$ cat src/rtl/mdu_iterative_if.sv
// Start/busy/done handshake plus result bundle between the core's MULDIV control and the MDU.
interface mdu_iterative_if #(
  parameter int XLEN = 32
);
  logic              start;
  logic              kill;
  logic [2:0]        funct3;
  logic [XLEN-1:0]   a;
  logic [XLEN-1:0]   b;
  logic              busy;
  logic              done;
  logic [XLEN-1:0]   result;
  logic [2*XLEN-1:0] product;
  logic [XLEN-1:0]   quotient;
  logic [XLEN-1:0]   remainder;

  modport master (
    output start, kill, funct3, a, b,
    input  busy, done, result, product, quotient, remainder
  );

  modport slave (
    input  start, kill, funct3, a, b,
    output busy, done, result, product, quotient, remainder
  );
endinterface

$ cat src/rtl/mdu_iterative.sv
// Iterative RV32M/RV64M multiply/divide unit: radix-configurable shift-add multiply, restoring divide.
// Optional macro MDU_FAST_ZERO_EN short-circuits zero multiplies and divide-by-zero straight to FIX.
module mdu_iterative #(
  parameter int XLEN     = 32,
  parameter int MUL_STEP = 1
) (
  input logic           clk,
  input logic           rst,
  mdu_iterative_if.slave bus
);

  localparam int MUL_CYCLES = XLEN / MUL_STEP;
  localparam int CW         = $clog2(XLEN) + 1;
  localparam int PW         = XLEN + MUL_STEP;

  // ST_WB is the output-commit cycle after sign correction; it yields the N+2 latency.
  typedef enum logic [2:0] {
    ST_IDLE,
    ST_MUL,
    ST_DIV,
    ST_FIX,
    ST_WB
  } state_t;

  state_t state_reg, state_next;

  logic [2:0]        op_reg;
  logic              sign_a_reg, sign_b_reg, b_zero_reg;
  logic [XLEN-1:0]   a_reg, mag_a_reg, mag_b_reg;
  logic [2*XLEN-1:0] prod_reg;
  logic [XLEN-1:0]   quo_reg, rem_reg;
  logic [CW-1:0]     cnt_reg;

  logic [XLEN-1:0]   result_reg, quotient_reg, remainder_reg;
  logic [2*XLEN-1:0] product_reg;
  logic              done_reg;

  logic              in_sign_a, in_sign_b, in_skip, accept;
  logic [XLEN-1:0]   in_mag_a, in_mag_b;

  // Operand sign interpretation from funct3 of the incoming request.
  always_comb begin
    in_sign_a = (bus.funct3 inside {3'd1, 3'd2, 3'd4, 3'd6}) && bus.a[XLEN-1];
    in_sign_b = (bus.funct3 inside {3'd1, 3'd4, 3'd6}) && bus.b[XLEN-1];
    in_mag_a  = in_sign_a ? -bus.a : bus.a;
    in_mag_b  = in_sign_b ? -bus.b : bus.b;
`ifdef MDU_FAST_ZERO_EN
    in_skip   = bus.funct3[2] ? (bus.b == '0) : ((bus.a == '0) || (bus.b == '0));
`else
    in_skip   = 1'b0;
`endif
  end

  assign accept = (state_reg == ST_IDLE) && bus.start && !bus.kill;

  // Multiply step: add MUL_STEP partial products of the low multiplier digit into the high half.
  logic [MUL_STEP-1:0] mul_digit;
  logic [PW-1:0]       mul_pp [MUL_STEP];
  logic [PW-1:0]       mul_sum;

  assign mul_digit = prod_reg[MUL_STEP-1:0];

  generate
    for (genvar gi = 0; gi < MUL_STEP; gi++) begin : g_pp
      assign mul_pp[gi] = mul_digit[gi] ? ({{MUL_STEP{1'b0}}, mag_a_reg} << gi) : '0;
    end
  endgenerate

  always_comb begin
    mul_sum = {{MUL_STEP{1'b0}}, prod_reg[2*XLEN-1:XLEN]};
    for (int i = 0; i < MUL_STEP; i++) begin
      mul_sum = mul_sum + mul_pp[i];
    end
  end

  // Restoring divide step; quo_reg shifts the dividend out as quotient bits shift in.
  logic [XLEN:0]   div_shift;
  logic            div_ge;
  logic [XLEN-1:0] rem_next;

  always_comb begin
    div_shift = {rem_reg, quo_reg[XLEN-1]};
    div_ge    = div_shift >= {1'b0, mag_b_reg};
    rem_next  = div_ge ? (div_shift[XLEN-1:0] - mag_b_reg) : div_shift[XLEN-1:0];
  end

  always_ff @(posedge clk) begin
    if (rst) begin
      state_reg <= ST_IDLE;
    end else begin
      state_reg <= state_next;
    end
  end

  always_comb begin
    state_next = state_reg;
    case (state_reg)
      ST_IDLE: begin
        if (bus.start && !bus.kill) begin
          if (in_skip) begin
            state_next = ST_FIX;
          end else begin
            state_next = bus.funct3[2] ? ST_DIV : ST_MUL;
          end
        end
      end
      ST_MUL, ST_DIV: begin
        if (cnt_reg == '0) begin
          state_next = ST_FIX;
        end
      end
      ST_FIX:  state_next = ST_WB;
      ST_WB:   state_next = ST_IDLE;
      default: state_next = ST_IDLE;
    endcase
    if (bus.kill && (state_reg != ST_IDLE)) begin
      state_next = ST_IDLE;
    end
  end

  always_ff @(posedge clk) begin
    if (rst) begin
      op_reg     <= '0;
      sign_a_reg <= 1'b0;
      sign_b_reg <= 1'b0;
      b_zero_reg <= 1'b0;
      a_reg      <= '0;
      mag_a_reg  <= '0;
      mag_b_reg  <= '0;
      prod_reg   <= '0;
      quo_reg    <= '0;
      rem_reg    <= '0;
      cnt_reg    <= '0;
    end else begin
      case (state_reg)
        ST_IDLE: begin
          if (accept) begin
            op_reg     <= bus.funct3;
            sign_a_reg <= in_sign_a;
            sign_b_reg <= in_sign_b;
            b_zero_reg <= (bus.b == '0);
            a_reg      <= bus.a;
            mag_a_reg  <= in_mag_a;
            mag_b_reg  <= in_mag_b;
            prod_reg   <= in_skip ? '0 : {{XLEN{1'b0}}, in_mag_b};
            quo_reg    <= in_mag_a;
            rem_reg    <= '0;
            cnt_reg    <= bus.funct3[2] ? CW'(XLEN - 1) : CW'(MUL_CYCLES - 1);
          end
        end
        ST_MUL: begin
          prod_reg <= {mul_sum, prod_reg[XLEN-1:MUL_STEP]};
          cnt_reg  <= cnt_reg - CW'(1);
        end
        ST_DIV: begin
          rem_reg <= rem_next;
          quo_reg <= {quo_reg[XLEN-2:0], div_ge};
          cnt_reg <= cnt_reg - CW'(1);
        end
        ST_FIX: begin
          if (sign_a_reg ^ sign_b_reg) begin
            prod_reg <= -prod_reg;
          end
          // Division by zero is forced so signed and unsigned agree regardless of sign fix-up.
          if (b_zero_reg) begin
            quo_reg <= '1;
            rem_reg <= a_reg;
          end else begin
            quo_reg <= (sign_a_reg ^ sign_b_reg) ? -quo_reg : quo_reg;
            rem_reg <= sign_a_reg ? -rem_reg : rem_reg;
          end
        end
        default: ;
      endcase
    end
  end

  // Outputs only change on an un-killed commit, so a flush leaves the previous results visible.
  always_ff @(posedge clk) begin
    if (rst) begin
      result_reg    <= '0;
      product_reg   <= '0;
      quotient_reg  <= '0;
      remainder_reg <= '0;
      done_reg      <= 1'b0;
    end else begin
      done_reg <= (state_reg == ST_WB) && !bus.kill;
      if ((state_reg == ST_WB) && !bus.kill) begin
        if (!op_reg[2]) begin
          product_reg <= prod_reg;
        end else begin
          quotient_reg  <= quo_reg;
          remainder_reg <= rem_reg;
        end
        case (op_reg)
          3'd0:                result_reg <= prod_reg[XLEN-1:0];
          3'd1, 3'd2, 3'd3:    result_reg <= prod_reg[2*XLEN-1:XLEN];
          3'd4, 3'd5:          result_reg <= quo_reg;
          default:             result_reg <= rem_reg;
        endcase
      end
    end
  end

  assign bus.busy      = (state_reg != ST_IDLE);
  assign bus.done      = done_reg;
  assign bus.result    = result_reg;
  assign bus.product   = product_reg;
  assign bus.quotient  = quotient_reg;
  assign bus.remainder = remainder_reg;

endmodule
$ cat src/flat_wrapper.sv
// flat-port wrapper written by rule: the top's interface ports become plain ports
module mdu_iterative_flat 
#(
  parameter int XLEN     = 32,
  parameter int MUL_STEP = 1
)
  (clk, rst, bus_start, bus_kill, bus_funct3, bus_a, bus_b, bus_busy, bus_done, bus_result, bus_product, bus_quotient, bus_remainder);
  mdu_iterative_if #(.XLEN(XLEN)) bus_i ();
  input logic clk;
  input logic rst;
  input wire logic [$bits(bus_i.start)-1:0] bus_start;
  input wire logic [$bits(bus_i.kill)-1:0] bus_kill;
  input wire logic [$bits(bus_i.funct3)-1:0] bus_funct3;
  input wire logic [$bits(bus_i.a)-1:0] bus_a;
  input wire logic [$bits(bus_i.b)-1:0] bus_b;
  output wire logic [$bits(bus_i.busy)-1:0] bus_busy;
  output wire logic [$bits(bus_i.done)-1:0] bus_done;
  output wire logic [$bits(bus_i.result)-1:0] bus_result;
  output wire logic [$bits(bus_i.product)-1:0] bus_product;
  output wire logic [$bits(bus_i.quotient)-1:0] bus_quotient;
  output wire logic [$bits(bus_i.remainder)-1:0] bus_remainder;
  assign bus_i.start = bus_start;
  assign bus_i.kill = bus_kill;
  assign bus_i.funct3 = bus_funct3;
  assign bus_i.a = bus_a;
  assign bus_i.b = bus_b;
  assign bus_busy = bus_i.busy;
  assign bus_done = bus_i.done;
  assign bus_result = bus_i.result;
  assign bus_product = bus_i.product;
  assign bus_quotient = bus_i.quotient;
  assign bus_remainder = bus_i.remainder;
  mdu_iterative #(.XLEN(XLEN), .MUL_STEP(MUL_STEP)) u_core (.clk(clk), .rst(rst), .bus(bus_i));
endmodule
$ cat config.mk
export PLATFORM = sky130hd
export DESIGN_NAME = mdu_iterative_flat
export DESIGN_NICKNAME = d
export VERILOG_FILES = /design/src/rtl/mdu_iterative_if.sv /design/src/rtl/mdu_iterative.sv /design/src/flat_wrapper.sv
export SDC_FILE = /design/constraint.sdc
export NUM_CORES = 1
export LEC_CHECK = 0
export BUFFER_PORTS_ARGS = -buffer_cell sky130_fd_sc_hd__buf_2
export CAP_MARGIN = 20
export CORE_ASPECT_RATIO = 0.7
export CORE_MARGIN = 1
export CORE_UTILIZATION = 50
export CTS_BUF_LIST = sky130_fd_sc_hd__clkbuf_4
export CTS_CLUSTER_SIZE = 40
export DETAILED_ROUTE_END_ITERATION = 8
export PLACE_DENSITY = 0.68
export SYNTH_ARGS = -nofsm -noshare
export SYNTH_HDL_FRONTEND = slang
export SYNTH_SLANG_ARGS = --single-unit
$ cat constraint.sdc
create_clock -name clk -period 4.4 [get_ports clk]
set_input_delay 0.22 -clock clk [delete_from_list [all_inputs] [get_ports clk]]
set_output_delay 0.22 -clock clk [all_outputs]
set_load 0.02 [all_outputs]
==> impl_metrics.toml, run 1 <==
[cts]
clk_latency_ns = 0.92
clockBufferDepth = 3
path_clk_slew_ns = 0.07
cts_buffers = 102
cts_tree = "done"
cts_resized = 0
clock-sinks = 399
clockRootBuffer = "clkbuf_4"
htreeDepth = 3

[placement]
post-place-ws_ns = 0.7187
hpwlAfterDp_um = 80840
place_area_um2 = 26110
gp_congestion = 0.9970
io_buffers = 232

[final_layout]
final_nets = 3754
final_area_um2 = 28350
drive_above_1_share = 0.1389
num-fill-cells = 4628
syn_to_final_growth_pct = 15.76

[yosys]
yosys.area_share.simple = 0.2469
synth_common_cells = "nand2_1, a21oi_1, dfxtp_1, nor2_1, clkbuf_1"
synthFlopType = "dfxtp_1"
synth_compound_gate_area_share = 0.2526
synth_warnings = 0
yosys.area.top_type = "dfxtp_1"
syn_inst = 3371
netlist_area_um2 = 24490
synth-seq-cells = 399
synthAdderAreaFrac = 0.03791
ys_async_sr_fraction = 0
synthXorXnorAreaFrac = 0.06330
netlist.area_leader.share = 0.3261
ys_types = 77
synth_fp_nets = 3515
synth.area.top_cells = "dfxtp_1, a21oi_1, nand2_1"
synth_top_family_by_area = "compound AO/OA/AOI/OAI gates"
synth_most_common_cell = "nand2_1"
synth.yosys.seq_area_share = 0.3261
post_synth.cell_area_avg_um2 = 7.266
synth-edff-count = 0
synthMuxAreaShare = 0.01645

[drt]
avgRoutedWirePerCell_um = 25.13
first_pass_iters = 8
drc = 0
highest_layer = "met5"
postRouteAntennaNets = 0
wl_met2_um = 41520
wl_met3_um = 16710
drt_iter0_drc = 4323
viasPerCell = 6.383
wl_met1_um = 45690
wl_um = 109300
vias = 27770

[floorplan]
core_um2 = 48120
ioPinCount = 233
num_rows = 67
initial_core_util = 0.5090
fp.dieH_um = 187.2
dieArea_um2 = 49890
dieWidth_um = 266.5

[timing]
setup_viol = 0
holdWs_ns = 0.06586
finalClockSkew_ns = 0.06211
max_freq_ghz = 0.2605
fin_crit_sh = 0.8724
fin_ws_ns = 0.5616
relSlewSlack = 0.4211
period_needed_ns = 3.838
slew_viol_final = 0
worstMarginPinSlew_ns = 0.8604
rsz0062_at_grt = "false"
tns_ns = 0
hold_viol_final = 0

[setup_path]
crit_path_max_fanout = 29
cp-end-kind = "flip-flop"
cp.required_ns = 5.16
cp-start-kind = "flip-flop"
critPathMaxStageDelay_ns = 0.62
cp_cell_sequence = "buf_4, and2_1, ha_1, nand2_1, or4b_2, o211ai_1, a311oi_1, o21ai_0, a21boi_0, or3_1, a31o_2"
crit_slowest_cell = "or4b_2"
critPathKind = "flip-flop to flip-flop"
arrival_ns = 4.60

[global_route]
antenna_found_initial = 5
globalRouteOverflowTotal = 0
grt_max_degree = 120
grt_pass1_wl_um = 161000
grt_pass1_vias = 25270
track_usage = 0.4271

[worst_hold_path]
hold_class = "input port to flip-flop"

[power_and_ir_drop]
vdd_drop_max_uv = 506.7
power_mw = 20.33
power_leakage_nw = 11.28
p_per_area_nw_per_um2 = 717.2

[job]
cap_violations = 0

[status]
outcome = "completed"
[stage by stage]
step,utilization,std cells
floorplan,-,3371
global placement,0.5425,4065
detailed placement,0.5425,4065
CTS,0.5891,4348
global route,0.5892,4349
finish,0.5892,4350
[worst max-delay path: cells and delay by family (launching register included)]
family / cells / cell delay [ns]
AOI/OAI and AO/OA: 5 / 1.52
and+or+nand+nor: 4 / 1.27
adders and majority gates: 1 / 0.19
buffers and inverters: 1 / 0.28
DFF: 1 / 0.46
[placed cells by master, fill, tap and decap left out, types with 31 or more instances in the layout]
master / count
a21o_1: 31
buf_4: 78
nand4_1: 31
nor2_1: 352
clkinv_1: 35
clkbuf_4: 134
o21ai_0: 167
inv_1: 87
a21oi_1: 404
dfxtp_1: 397
ha_1: 71
and2_1: 41
nand2_1: 502
or3_1: 39
o22ai_1: 39
a31oi_1: 35
xnor2_1: 98
mux2i_1: 38
nor4_1: 32
buf_2: 231
nand3_1: 59
dlygate4sd3_1: 96
nor3_1: 118
xor2_1: 79
a211oi_1: 107
[layer usage]
metal  track usage  vias up
li1              -    12490
met1        0.6108    12940
met2        0.5641     2014
met3        0.1522      319
met4        0.1919        4
met5             0        -
[where the power goes]
group	internal [mW]	switching (mW)	total (mW)
registers	4.28	1.23	5.51
logic	4.00	7.56	11.6
clock network	1.55	1.72	3.27
total	9.83	10.5	20.3
[timing repair]
action | in CTS | in global routing
endpoints found under the hold margin | 183 | 0
buffers inserted | 0 | 0
hold buffers | 96 | 0
[worst paths after layout]
path         slack, ns                     end                   start  depth (start not counted)
min reg2reg       0.45  u_core.bus.product[61]  u_core.bus.product[61]                          2
max               0.56     u_core.prod_reg[57]      u_core.prod_reg[0]                         11
min               0.07     u_core.state_reg[1]               bus_start                          4
max reg2reg       0.56     u_core.prod_reg[57]      u_core.prod_reg[0]                         11
[kinds of logic after synthesis]
kind of cell,count (synthesis)
simple gates,1322
fa+ha+maj,73
flops,399
compound gates,1000
mux,40
xor+xnor,177
buf+inv,360
[layout make-up]
class                      count  area, um^2  share of cell area
multi-input combinational   2612       15170              0.5351
sequential                   399        7990              0.2818
timing repair buffer         408        2758             0.09726
clock buffer                 134        1006             0.03548
tap                          655       819.5             0.02890
inverter                      87       326.6             0.01152
clock inverter                53       275.3            0.009708
antenna                        2       5.005           0.0001765
Note: power is estimated with default switching activity, not from simulation.
==> run 2, diff against run 1 <==
- CELL_PAD_IN_SITES_DETAIL_PLACEMENT: default -> 0
- CELL_PAD_IN_SITES_GLOBAL_PLACEMENT: default -> 2
- CORE_UTILIZATION: 50 -> 36
- PLACE_DENSITY: 0.68 -> 0.82
==> impl_metrics.toml, run 2 (same netlist as run 1, synthesis figures left out) <==
[placement]
gp_congestion = 0.9786
io_buffers = 232
hpwlAfterDp_um = 90870
place_inst = 4309

[final_layout]
drive_above_1_share = 0.1463
layoutNonFillerInstCount = 4588
final_nets = 3765
final_cell_mix = "nand2_1, a21oi_1, dfxtp_1, nor2_1, buf_2"
syn_to_final_growth_pct = 17.53
layout_commonest_cell = "nand2_1"
multiInputGateArea_um2 = 15180
num-fill-cells = 7057
register_area_um2 = 7990

[floorplan]
initial_core_util = 0.3665
ioPinCount = 233
dieWidth_um = 313.8
num_rows = 79
core_um2 = 66820
fp.dieH_um = 220.2
dieArea_um2 = 69100

[cts]
clk_latency_ns = 1.00
clockBufferDepth = 3
htreeDepth = 3
clock-sinks = 399
path_clk_slew_ns = 0.07
post-cts-setup-buffer-count = 0
cts_tree = "done"
clockRootBuffer = "clkbuf_4"
cts_buffers = 107

[setup_path]
crit_slowest_cell = "dfxtp_1"
crit_start = "u_core.rem_reg[5]"
r2r_slack_ns = 0.56
crit_path_max_fanout = 16
cp-start-kind = "flip-flop"
r2r_cells = 10
cp-end-kind = "flip-flop"
cp-endpoint = "u_core.quo_reg[0]"
critPathMaxStageDelay_ns = 0.78
cp.required_ns = 5.27
critPathKind = "flip-flop to flip-flop"
rr_startpoint = "u_core.rem_reg[5]"
cp_cell_sequence = "ha_1, a211oi_1, o21ai_0, a31oi_1, o22ai_1, o21a_1, nor2_2, buf_4, o21ai_0, o21a_1"
arrival_ns = 4.71
r2r_end = "u_core.quo_reg[0]"

[drt]
first_pass_iters = 6
wl_um = 120600
drc = 0
viasPerCell = 6.001
postRouteAntennaNets = 0
avgRoutedWirePerCell_um = 26.29
vias = 27530
drt_iter0_drc = 3602

[timing]
setup_viol = 0
relSlewSlack = 0.2778
worstMarginPinSlew_ns = 1.082
hold_viol_final = 0
rsz0062_at_grt = "false"
max_freq_ghz = 0.2604
fin_crit_sh = 0.8728
finalClockSkew_ns = 0.07538
slew_viol_final = 0
period_needed_ns = 3.840
tns_ns = 0

[status]
outcome = "completed"

[power_and_ir_drop]
power_leakage_nw = 11.33
vdd_drop_max_uv = 371.8
p_per_area_nw_per_um2 = 732.3

[global_route]
grt_pass1_vias = 24980
globalRouteOverflowTotal = 0
grt_max_degree = 120
antenna_found_initial = 4
grt_pass1_wl_um = 174400
track_usage = 0.3407

[job]
cap_violations = 0

[worst_hold_path]
hold_class = "input port to flip-flop"
[run 2: cell count changes in the layout (fill, tap and decap cells not counted), moves of 2 or more]
cell and change:
clkinv_2 -9, nor2_1 -2, buf_4 +7, clkinv_1 -25, diode_2 +4, dlygate4sd3_1 -2
nor2_2 +3, clkbuf_4 +26
[run 2: routing by layer]
layer | vias up | GRT usage | share of wire
met5 | - | 0 | 0
met1 | 13250 | 0.5223 | 0.48
met2 | 1594 | 0.4606 | 0.39
met3 | 181 | 0.07320 | 0.11
li1 | 12510 | - | -
met4 | 0 | 0.1096 | 0.029
[run 2: worst max-delay path, delay by kind of cell (launching register included)]
| kind | cells | cell delay, ns |
|---|---|---|
| AO/OA/AOI/OAI | 7 | 1.64 |
| flip-flops | 1 | 0.78 |
| AND/OR/NAND/NOR | 1 | 0.61 |
| adder cells (fa/ha/maj) | 1 | 0.41 |
| buffers and inverters | 1 | 0.33 |
[run 2: final cells by class]
type | count | share of cell area
clock inverters | 19 | 0.004868
flip-flops and latches | 399 | 0.2776
diodes | 6 | 0.0005216
clock buffers | 160 | 0.04173
inverters | 87 | 0.01134
well taps | 891 | 0.03873
multi-input cells | 2612 | 0.5274
repair buffers | 414 | 0.09788
[run 2: power breakdown]
| part | internal [mW] | switching, mW |
|---|---|---|
| Sequential | 4.28 | 1.20 |
| Clock | 1.75 | 1.74 |
| Combinational | 4.05 | 8.06 |
[run 2: through the flow]
step                cell area [um^2]  setup WS [ns]    util  hold WS (ns)  power [mW]
global route                   28780         0.3892  0.4308       0.03465       22.14
finish                         28790         0.5598  0.4308       0.06976       21.08
detailed placement             26490         0.6043  0.3964        0.4456       17.00
global placement               26460         0.6378  0.3960        0.4388       17.08
floorplan                      24490          1.039       -        0.2993       12.60
CTS                            28770         0.6049  0.4306       0.02334       20.67
[run 2: timing repair]
action,4_1_cts,5_1_grt
endpoints found under the setup margin,0,0
hold endpoints to repair,208,0
resized for setup,0,0
hold buffers,94,0
[run 2: worst min-delay path by stage]
stage                                         from                       end  slack, ns  depth (start not counted)
after floorplan                           bus_kill       u_core.state_reg[2]       0.30                          1
after global placement    u_core.bus.remainder[27]  u_core.bus.remainder[27]       0.44                          2
after detailed placement     u_core.bus.product[1]     u_core.bus.product[1]       0.45                          2
after CTS                                 bus_a[1]           u_core.a_reg[1]       0.02                          4
after global routing                      bus_a[1]           u_core.a_reg[1]       0.03                          4
final                                     bus_a[1]           u_core.a_reg[1]       0.07                          4
